### src/rtl/mem_arb_pkg.sv
// Shared types and sizing helpers for the instruction/data memory port arbiter.
// Optional fetch anti-starvation is enabled with the MEM_ARB_STARVE_EN macro.
package mem_arb_pkg;

  typedef enum logic {ARB_IDLE, ARB_WAIT_RSP} arb_state_e;

  typedef enum logic [1:0] {OWN_NONE, OWN_I, OWN_D} arb_owner_e;

  localparam int unsigned STARVE_LIMIT_DFLT = 4;
  localparam int unsigned STARVE_W          = $clog2(STARVE_LIMIT_DFLT + 1);

  // Counter width able to hold the value `limit` itself.
  function automatic int unsigned starve_w(input int unsigned limit);
    return (limit < 1) ? 1 : $clog2(limit + 1);
  endfunction

endpackage

### src/rtl/mem_port_arbiter_if.sv
// Fetch, load/store and memory-side signals of the memory port arbiter.
// master = requesters plus memory (environment), slave = the arbiter.
interface mem_port_arbiter_if #(
  parameter int unsigned AWIDTH = 32,
  parameter int unsigned DWIDTH = 32
);
  logic              i_req_valid_i;
  logic              i_req_ready_o;
  logic [AWIDTH-1:0] i_addr_i;
  logic              i_rsp_valid_o;
  logic [DWIDTH-1:0] i_rsp_data_o;
  logic              d_req_valid_i;
  logic              d_req_ready_o;
  logic              d_we_i;
  logic [AWIDTH-1:0] d_addr_i;
  logic [DWIDTH-1:0] d_wdata_i;
  logic              d_rsp_valid_o;
  logic [DWIDTH-1:0] d_rsp_data_o;
  logic [AWIDTH-1:0] mem_addr_o;
  logic [DWIDTH-1:0] mem_data_o;
  logic              mem_read_en_o;
  logic              mem_write_en_o;
  logic [DWIDTH-1:0] mem_data_i;

  modport master (
    output i_req_valid_i, i_addr_i, d_req_valid_i, d_we_i, d_addr_i, d_wdata_i, mem_data_i,
    input  i_req_ready_o, i_rsp_valid_o, i_rsp_data_o, d_req_ready_o, d_rsp_valid_o,
           d_rsp_data_o, mem_addr_o, mem_data_o, mem_read_en_o, mem_write_en_o
  );

  modport slave (
    input  i_req_valid_i, i_addr_i, d_req_valid_i, d_we_i, d_addr_i, d_wdata_i, mem_data_i,
    output i_req_ready_o, i_rsp_valid_o, i_rsp_data_o, d_req_ready_o, d_rsp_valid_o,
           d_rsp_data_o, mem_addr_o, mem_data_o, mem_read_en_o, mem_write_en_o
  );
endinterface

### src/rtl/arb_starve_ctr.sv
// Counts data grants made while fetch is waiting; flags when fetch must be served next.
module arb_starve_ctr
  import mem_arb_pkg::*;
#(
  parameter int unsigned STARVE_LIMIT = STARVE_LIMIT_DFLT
) (
  input  logic clk,
  input  logic rst,
  input  logic grant_i,
  input  logic grant_d,
  input  logic i_valid,
  output logic force_fetch
);
  localparam int unsigned CW = starve_w(STARVE_LIMIT);

  logic [CW-1:0] cnt_q, cnt_d;

  always_ff @(posedge clk or negedge rst) begin
    if (!rst) cnt_q <= '0;
    else      cnt_q <= cnt_d;
  end

  always_comb begin
    cnt_d = cnt_q;
    if (grant_i) begin
      cnt_d = '0;
    end else if (grant_d) begin
      // Data grants with fetch idle do not count against fetch.
      cnt_d = i_valid ? cnt_q + CW'(1) : '0;
    end
  end

  assign force_fetch = (cnt_q == CW'(STARVE_LIMIT));
endmodule

### src/rtl/mem_port_arbiter.sv
// Two-requester arbiter for a single-port memory: one transaction every two cycles, data wins.
// Define MEM_ARB_STARVE_EN to bound how long fetch can be held off by back-to-back data traffic.
module mem_port_arbiter
  import mem_arb_pkg::*;
#(
  parameter int unsigned AWIDTH       = 32,
  parameter int unsigned DWIDTH       = 32,
  parameter int unsigned STARVE_LIMIT = STARVE_LIMIT_DFLT
) (
  input logic              clk,
  input logic              rst,
  mem_port_arbiter_if.slave bus
);
  arb_state_e state_q, state_d;
  arb_owner_e owner_q, owner_d;
  logic       we_q, we_d;
  logic       grant_i, grant_d;
  logic       force_fetch;

`ifdef MEM_ARB_STARVE_EN
  arb_starve_ctr #(
    .STARVE_LIMIT (STARVE_LIMIT)
  ) u_starve_ctr (
    .clk         (clk),
    .rst         (rst),
    .grant_i     (grant_i),
    .grant_d     (grant_d),
    .i_valid     (bus.i_req_valid_i),
    .force_fetch (force_fetch)
  );
`else
  logic unused_limit;
  assign unused_limit = ^STARVE_LIMIT;
  assign force_fetch  = 1'b0;
`endif

  // Grants are gated by rst so every output reads 0 while reset is held.
  always_comb begin
    grant_i = 1'b0;
    grant_d = 1'b0;
    if (rst && state_q == ARB_IDLE) begin
      if (bus.d_req_valid_i && !(force_fetch && bus.i_req_valid_i)) grant_d = 1'b1;
      else if (bus.i_req_valid_i)                                     grant_i = 1'b1;
    end
  end

  always_ff @(posedge clk or negedge rst) begin
    if (!rst) begin
      state_q <= ARB_IDLE;
      owner_q <= OWN_NONE;
      we_q    <= 1'b0;
    end else begin
      state_q <= state_d;
      owner_q <= owner_d;
      we_q    <= we_d;
    end
  end

  always_comb begin
    state_d = state_q;
    owner_d = owner_q;
    we_d    = we_q;
    unique case (state_q)
      ARB_IDLE: begin
        if (grant_d || grant_i) begin
          state_d = ARB_WAIT_RSP;
          owner_d = grant_d ? OWN_D : OWN_I;
          we_d    = grant_d & bus.d_we_i;
        end
      end
      ARB_WAIT_RSP: begin
        state_d = ARB_IDLE;
        owner_d = OWN_NONE;
        we_d    = 1'b0;
      end
      default: begin
        state_d = ARB_IDLE;
        owner_d = OWN_NONE;
        we_d    = 1'b0;
      end
    endcase
  end

  always_comb begin
    bus.i_req_ready_o  = grant_i;
    bus.d_req_ready_o  = grant_d;
    bus.mem_addr_o     = '0;
    bus.mem_data_o     = '0;
    bus.mem_read_en_o  = 1'b0;
    bus.mem_write_en_o = 1'b0;
    bus.i_rsp_valid_o  = 1'b0;
    bus.i_rsp_data_o   = '0;
    bus.d_rsp_valid_o  = 1'b0;
    bus.d_rsp_data_o   = '0;
    if (grant_d) begin
      bus.mem_addr_o = bus.d_addr_i;
      if (bus.d_we_i) begin
        bus.mem_write_en_o = 1'b1;
        bus.mem_data_o     = bus.d_wdata_i;
      end else begin
        bus.mem_read_en_o = 1'b1;
      end
    end else if (grant_i) begin
      bus.mem_addr_o    = bus.i_addr_i;
      bus.mem_read_en_o = 1'b1;
    end
    if (state_q == ARB_WAIT_RSP) begin
      if (owner_q == OWN_I) begin
        bus.i_rsp_valid_o = 1'b1;
        bus.i_rsp_data_o  = bus.mem_data_i;
      end else if (owner_q == OWN_D) begin
        bus.d_rsp_valid_o = 1'b1;
        bus.d_rsp_data_o  = we_q ? '0 : bus.mem_data_i;
      end
    end
  end
endmodule

### src/flat_wrapper.sv
// flat-port wrapper written by rule: the top's interface ports become plain ports
module mem_port_arbiter_flat import mem_arb_pkg::*;
#(
  parameter int unsigned AWIDTH       = 32,
  parameter int unsigned DWIDTH       = 32,
  parameter int unsigned STARVE_LIMIT = STARVE_LIMIT_DFLT
)
  (clk, rst, bus_i_req_valid_i, bus_i_addr_i, bus_d_req_valid_i, bus_d_we_i, bus_d_addr_i, bus_d_wdata_i, bus_mem_data_i, bus_i_req_ready_o, bus_i_rsp_valid_o, bus_i_rsp_data_o, bus_d_req_ready_o, bus_d_rsp_valid_o, bus_d_rsp_data_o, bus_mem_addr_o, bus_mem_data_o, bus_mem_read_en_o, bus_mem_write_en_o);
  mem_port_arbiter_if #(.AWIDTH(AWIDTH), .DWIDTH(DWIDTH)) bus_i ();
  input logic clk;
  input logic rst;
  input wire logic [$bits(bus_i.i_req_valid_i)-1:0] bus_i_req_valid_i;
  input wire logic [$bits(bus_i.i_addr_i)-1:0] bus_i_addr_i;
  input wire logic [$bits(bus_i.d_req_valid_i)-1:0] bus_d_req_valid_i;
  input wire logic [$bits(bus_i.d_we_i)-1:0] bus_d_we_i;
  input wire logic [$bits(bus_i.d_addr_i)-1:0] bus_d_addr_i;
  input wire logic [$bits(bus_i.d_wdata_i)-1:0] bus_d_wdata_i;
  input wire logic [$bits(bus_i.mem_data_i)-1:0] bus_mem_data_i;
  output wire logic [$bits(bus_i.i_req_ready_o)-1:0] bus_i_req_ready_o;
  output wire logic [$bits(bus_i.i_rsp_valid_o)-1:0] bus_i_rsp_valid_o;
  output wire logic [$bits(bus_i.i_rsp_data_o)-1:0] bus_i_rsp_data_o;
  output wire logic [$bits(bus_i.d_req_ready_o)-1:0] bus_d_req_ready_o;
  output wire logic [$bits(bus_i.d_rsp_valid_o)-1:0] bus_d_rsp_valid_o;
  output wire logic [$bits(bus_i.d_rsp_data_o)-1:0] bus_d_rsp_data_o;
  output wire logic [$bits(bus_i.mem_addr_o)-1:0] bus_mem_addr_o;
  output wire logic [$bits(bus_i.mem_data_o)-1:0] bus_mem_data_o;
  output wire logic [$bits(bus_i.mem_read_en_o)-1:0] bus_mem_read_en_o;
  output wire logic [$bits(bus_i.mem_write_en_o)-1:0] bus_mem_write_en_o;
  assign bus_i.i_req_valid_i = bus_i_req_valid_i;
  assign bus_i.i_addr_i = bus_i_addr_i;
  assign bus_i.d_req_valid_i = bus_d_req_valid_i;
  assign bus_i.d_we_i = bus_d_we_i;
  assign bus_i.d_addr_i = bus_d_addr_i;
  assign bus_i.d_wdata_i = bus_d_wdata_i;
  assign bus_i.mem_data_i = bus_mem_data_i;
  assign bus_i_req_ready_o = bus_i.i_req_ready_o;
  assign bus_i_rsp_valid_o = bus_i.i_rsp_valid_o;
  assign bus_i_rsp_data_o = bus_i.i_rsp_data_o;
  assign bus_d_req_ready_o = bus_i.d_req_ready_o;
  assign bus_d_rsp_valid_o = bus_i.d_rsp_valid_o;
  assign bus_d_rsp_data_o = bus_i.d_rsp_data_o;
  assign bus_mem_addr_o = bus_i.mem_addr_o;
  assign bus_mem_data_o = bus_i.mem_data_o;
  assign bus_mem_read_en_o = bus_i.mem_read_en_o;
  assign bus_mem_write_en_o = bus_i.mem_write_en_o;
  mem_port_arbiter #(.AWIDTH(AWIDTH), .DWIDTH(DWIDTH), .STARVE_LIMIT(STARVE_LIMIT)) u_core (.clk(clk), .rst(rst), .bus(bus_i));
endmodule
### config.mk
export PLATFORM = sky130hd
export DESIGN_NAME = mem_port_arbiter_flat
export DESIGN_NICKNAME = d
export VERILOG_FILES = /design/src/rtl/mem_arb_pkg.sv /design/src/rtl/mem_port_arbiter_if.sv /design/src/rtl/arb_starve_ctr.sv /design/src/rtl/mem_port_arbiter.sv /design/src/flat_wrapper.sv
export SDC_FILE = /design/constraint.sdc
export NUM_CORES = 1
export LEC_CHECK = 0
export ABC_CLOCK_PERIOD_IN_PS = 1180
export CAP_MARGIN = 20
export CORE_AREA = 2 2 103 105
export DETAILED_ROUTE_END_ITERATION = 8
export DIE_AREA = 0 0 105 107
export SLEW_MARGIN = 40
export SYNTH_ARGS = -nofsm -noshare
export SYNTH_HDL_FRONTEND = slang
export SYNTH_SLANG_ARGS = --single-unit
### constraint.sdc
create_clock -name clk -period 1.18 [get_ports clk]
set_input_delay 0.236 -clock clk [delete_from_list [all_inputs] [get_ports clk]]
set_output_delay 0.236 -clock clk [all_outputs]
set_load 0.02 [all_outputs]
==> After elaboration in Yosys (flattened, before gate mapping) <==
Index checks and enable logic that the tools add are counted.
{ "word_totals": {"register_bits": 4, "out_inout_bits": 134, "wordCells": 42} }
{ "op_classes": {"bitwise_logic": 2, "eq_ne": 3, "reduce_logical": 2, "mux": 32} }
{ "ops": {"columns": ["operator", "n"], "rows": [
  ["$mux 32", 10],
  ["$mux 1", 17],
  ["$mux 2", 2],
  ["$pmux 1 s2", 2],
  ["$pmux 2 s2", 1],
  ["$eq 2x1->1 const B", 1],
  ["$eq 2x2->1 const B", 1],
  ["$ne 2x2->1 const B", 1],
  ["$and 1x1->1", 1],
  ["$logic_and 1x1->1", 1],
  ["$logic_or 1x1->1", 1],
  ["$not 1->1", 1]
]} }

==> Logic depth before layout (Yosys ltp) <==
{ "logic_depth": {"word_depth": 6, "depth_mapped": 5, "ltp_nobuf": 2} }

==> Worst setup path before layout <==
OpenSTA, ideal clock, no wires.
{ "synth_path": {"path_kind": "reg2out", "from": "reg u_core.state_q", "to": "out bus_mem_read_en_o", "required_time_ps": 944, "setup_slack_ps": -389, "n_path_buf": 2, "t_arrival_ps": 1333, "stages_incl_launch_ff": 5, "path_cell_list": "dfrtp_1 > buf_4 > nand2b_1 > buf_2 > a211oi_1"} }
{ "synth_between": {"elab_chain_len": 5, "elab_cells_between_ends": 6, "classes_between": "mux (4); bitwise (1); reduce/logical (1)"} }
{ "synth_rtl": {"columns": ["item", "line", "text"], "rows": [
  ["from (decl)", "mem_port_arbiter.sv:14", "arb_state_e state_q, state_d;"],
  ["from (signal assigned)", "mem_port_arbiter.sv:53", "state_q <= state_d;"],
  ["$not 1->1 (*)", "mem_port_arbiter.sv:41", "if (rst && state_q == ARB_IDLE) begin"],
  ["$logic_and 1x1->1 (*)", "mem_port_arbiter.sv:41", null],
  ["$mux 1", "mem_port_arbiter.sv:41", null],
  ["$mux 1", "mem_port_arbiter.sv:103", "end else if (grant_i) begin"],
  ["$mux 1 (*)", "mem_port_arbiter.sv:95", "if (grant_d) begin"],
  ["to (decl)", "flat_wrapper.sv:27", "output wire logic [$bits(bus_i.mem_read_en_o)-1:0] bus_mem_read_en_o;"]
]} }
Mark *: on every way between the ends. The rest lies on a longest branch, timed or not.

==> Final worst setup path <==
{ "layout_path": {"from": "reg u_core.state_q", "to": "out bus_mem_data_o[10]"} }
{ "layout_between": {"elab_chain_len": 4} }
{ "layout_rtl": {"columns": ["item", "line", "text"], "rows": [
  ["$not 1->1", "mem_port_arbiter.sv:41", null],
  ["$logic_and 1x1->1", "mem_port_arbiter.sv:41", null],
  ["$mux 1", "mem_port_arbiter.sv:41", null],
  ["$mux 32", "mem_port_arbiter.sv:95", null],
  ["to (decl)", "flat_wrapper.sv:26", "output wire logic [$bits(bus_i.mem_data_o)-1:0] bus_mem_data_o;"]
]} }
Every way passes these cells.

==> run metrics <==
status finished, violations left; failing checks setup timing; Setup Crit Path Kind flip-flop to output port; Mean Syn Cell Area between 6 and 7 um2; Seq cells post-synth 4; synth top area cells and2_1, nand3b_1, a21oi_1, nand2_1, dfrtp_1; Overflow after GRT 0; CP startpoint kind flip-flop; Chip Width ~110 um; worst-margin pin slew approximately 0.27 ns; number of placed I/O pins 267; vias roughly 2,800; 1st-iter DRT viols 48; initial antenna violation count 0; Final period util 1.419; Worst-Skew Late Latency about 0.22 ns; total track usage 0.1602; Initial Util 0.1458; Post-Syn Instances ~240; CP Max Fanout 14; worst vdd ir approximately 0.18 mV; yosys warns 0; TritonCTS Sinks 4; port bufs 266; largest net degree at the start of global routing 37; Slew Viols, Final 0; vias in the first global route roughly 2,700; reg2reg path depth 4; Routed WL per cell between 15 and 20 um; Layout Nets about 670; Max Fclk 597.3 MHz; die area roughly 11,000 um2; Core ar. 10,090 um2; Final Hold Fails 0; Critical Path RT around 0.94 ns; Core Rows 37; Final Skew about 0.00017 ns; Net Count, Synth 375; EDFF count, synth 0; final setup vio count approximately 140; CTS tree yes; Root Driver clkbuf_8; HP Class primary input to async pin; DRC violations left 0; layout cells sized above 1 0.6090; Design Area, Final between 5000 and 6000 um2; WL final 10,120 um; Worst-path clk slew about 0.030 ns; Placer Congestion approximately 0.83; post-place instance area roughly 5100 um2; global-route wire length before repair 14,570 um; CTS Hold Bufs 0; Fillers just over 900; biggest area consumer among synthesized cells and2_1; MaxCap Viol Count 0; Setup WS post-layout -0.4942 ns; Synth cell types 21; unrepaired setup endpoints after global routing true; post-synthesis sequential area ratio 0.06803; setup TNS -59.32 ns; CP Capture Type output port; Final min period around 1.7 ns; worst rel slew slack 0.8226; CTS max path bufs 2; Syn-to-layout area delta 286.8%; DP HPWL just under 8000 um; Leak 0.002437 uW; crit path DAT between 1 and 1.5 ns; Vias/cell between 4 and 5; htree depth 1; Primary FF master, synth dfrtp_1; ys async rst share 1.000; Final ANT Viol Nets 0; Pre-antenna DRT Iters 4; Post-Syn Area approximately 1500 um2; post-synth top area share 0.3997; die height approximately 110 um; Inserted Diodes 0; Num CTS Buffers 3; PwrDens ~400 nW/um2
-- flip-flops by register name (all words and copies together) (netlist names) --
| name | cells |
|---|---|
| u_core.owner_q | 2 |
| u_core.we_q | 1 |
| u_core.state_q | 1 |
-- path summary, 6_finish.rpt --
| check | from | end | slack [ns] |
|---|---|---|---|
| setup reg to reg | u_core.state_q$_DFF_PN0_ | u_core.we_q$_DFFE_PN0P_ | -0.07 |
| setup / recovery | u_core.state_q$_DFF_PN0_ | bus_mem_data_o[10] | -0.49 |
| hold reg to reg | u_core.we_q$_DFFE_PN0P_ | u_core.we_q$_DFFE_PN0P_ | 0.62 |
| max in group asynchronous | rst | u_core.state_q$_DFF_PN0_ | 0.89 |
| min in group clk | bus_d_req_valid_i | u_core.owner_q[0]$_DFFE_PN0P_ | 0.60 |
| hold / removal | rst | u_core.state_q$_DFF_PN0_ | 0.15 |
-- cell type report --
cell class                 instances  area (um2)  area share
sequential                         4       101.3     0.01781
multi-input combinational        211        1903      0.3344
clock buffer                       3       41.29    0.007254
inverter                           1       3.754   0.0006595
tap                              136       170.2     0.02990
timing repair buffer             313        3472      0.6100
-- metal layers --
metal | share of wire | track usage | routed length [um] | vias up
met5 | 0 | 0 | 0 | -
met4 | 0.015 | 0.03524 | 156 | 0
met1 | 0.35 | 0.1656 | 3541 | 1250
li1 | - | - | - | 1370
met2 | 0.54 | 0.3177 | 5513 | 153
met3 | 0.089 | 0.04498 | 904 | 12
-- cell usage after synthesis (all sizes together) (2+ instances only) --
cell type and instances:
buf 13, a211oi 2, clkbuf 13, nand2 35, a21oi 34, nand3b 32
nor2 4, dfrtp 4, and2 94, and4b 2
-- kinds of logic (layout without fill, tap and decap cells) --
family / after synthesis / in the layout / synth area share
simple gates: 172 / 172 / 0.7041
buf+inv: 27 / 317 / 0.08588
compound gates: 39 / 39 / 0.1420
flops: 4 / 4 / 0.06803
-- stage by stage --
step	utilization	hold slack [ns]	power, uW	std cells	setup slack, ns
after floorplan	-	-0.05959	896.2	242	-0.1501
after global placement	0.5009	0.6011	1750	644	-1.032
after detailed placement	0.5009	0.6098	1761	644	-1.046
after CTS	0.5332	0.1507	2187	667	-0.5671
after global routing	0.5640	0.1665	2423	668	-0.5523
final	0.5640	0.1527	2290	668	-0.4942
-- what timing repair did --
item,4_1_cts,5_1_grt
endpoints found under the setup margin,135,136
pin swaps,18,24
cloned,5,4
setup buffers,15,5
gates resized for setup,745,105
-- worst max-delay path, cell delays in order (launching register included) --
cell and delay, ns:
dfrtp_2 0.43, and4b_2 0.38, buf_12 0.16, and2_4 0.14
buf_6 0.10
-- report_power, final --
part	internal [uW]	switching (uW)	leakage [uW]
Combinational	1110	730	0.00237
Sequential	151	12.8	0.0000504
Clock	217	69.5	0.0000216
Total	1480	812	0.00244
-- cell usage in the layout, fill, tap and decap left out, drive strengths merged --
master	n
a21oi	34
a21bo	1
inv	1
and4b	2
nor2	4
clkdlybuf4s50	128
and4bb	1
nand2	35
and3b	1
nor3	1
dfrtp	4
buf	177
clkbuf	7
dlygate4sd2	2
nand3b	32
and2	94
a211oi	2
clkdlybuf4s15	1
nor4b	1
nand2b	1
bufbuf	1
o21ai	1
a31o	1
No activity file was read; power rests on OpenSTA's default activity.
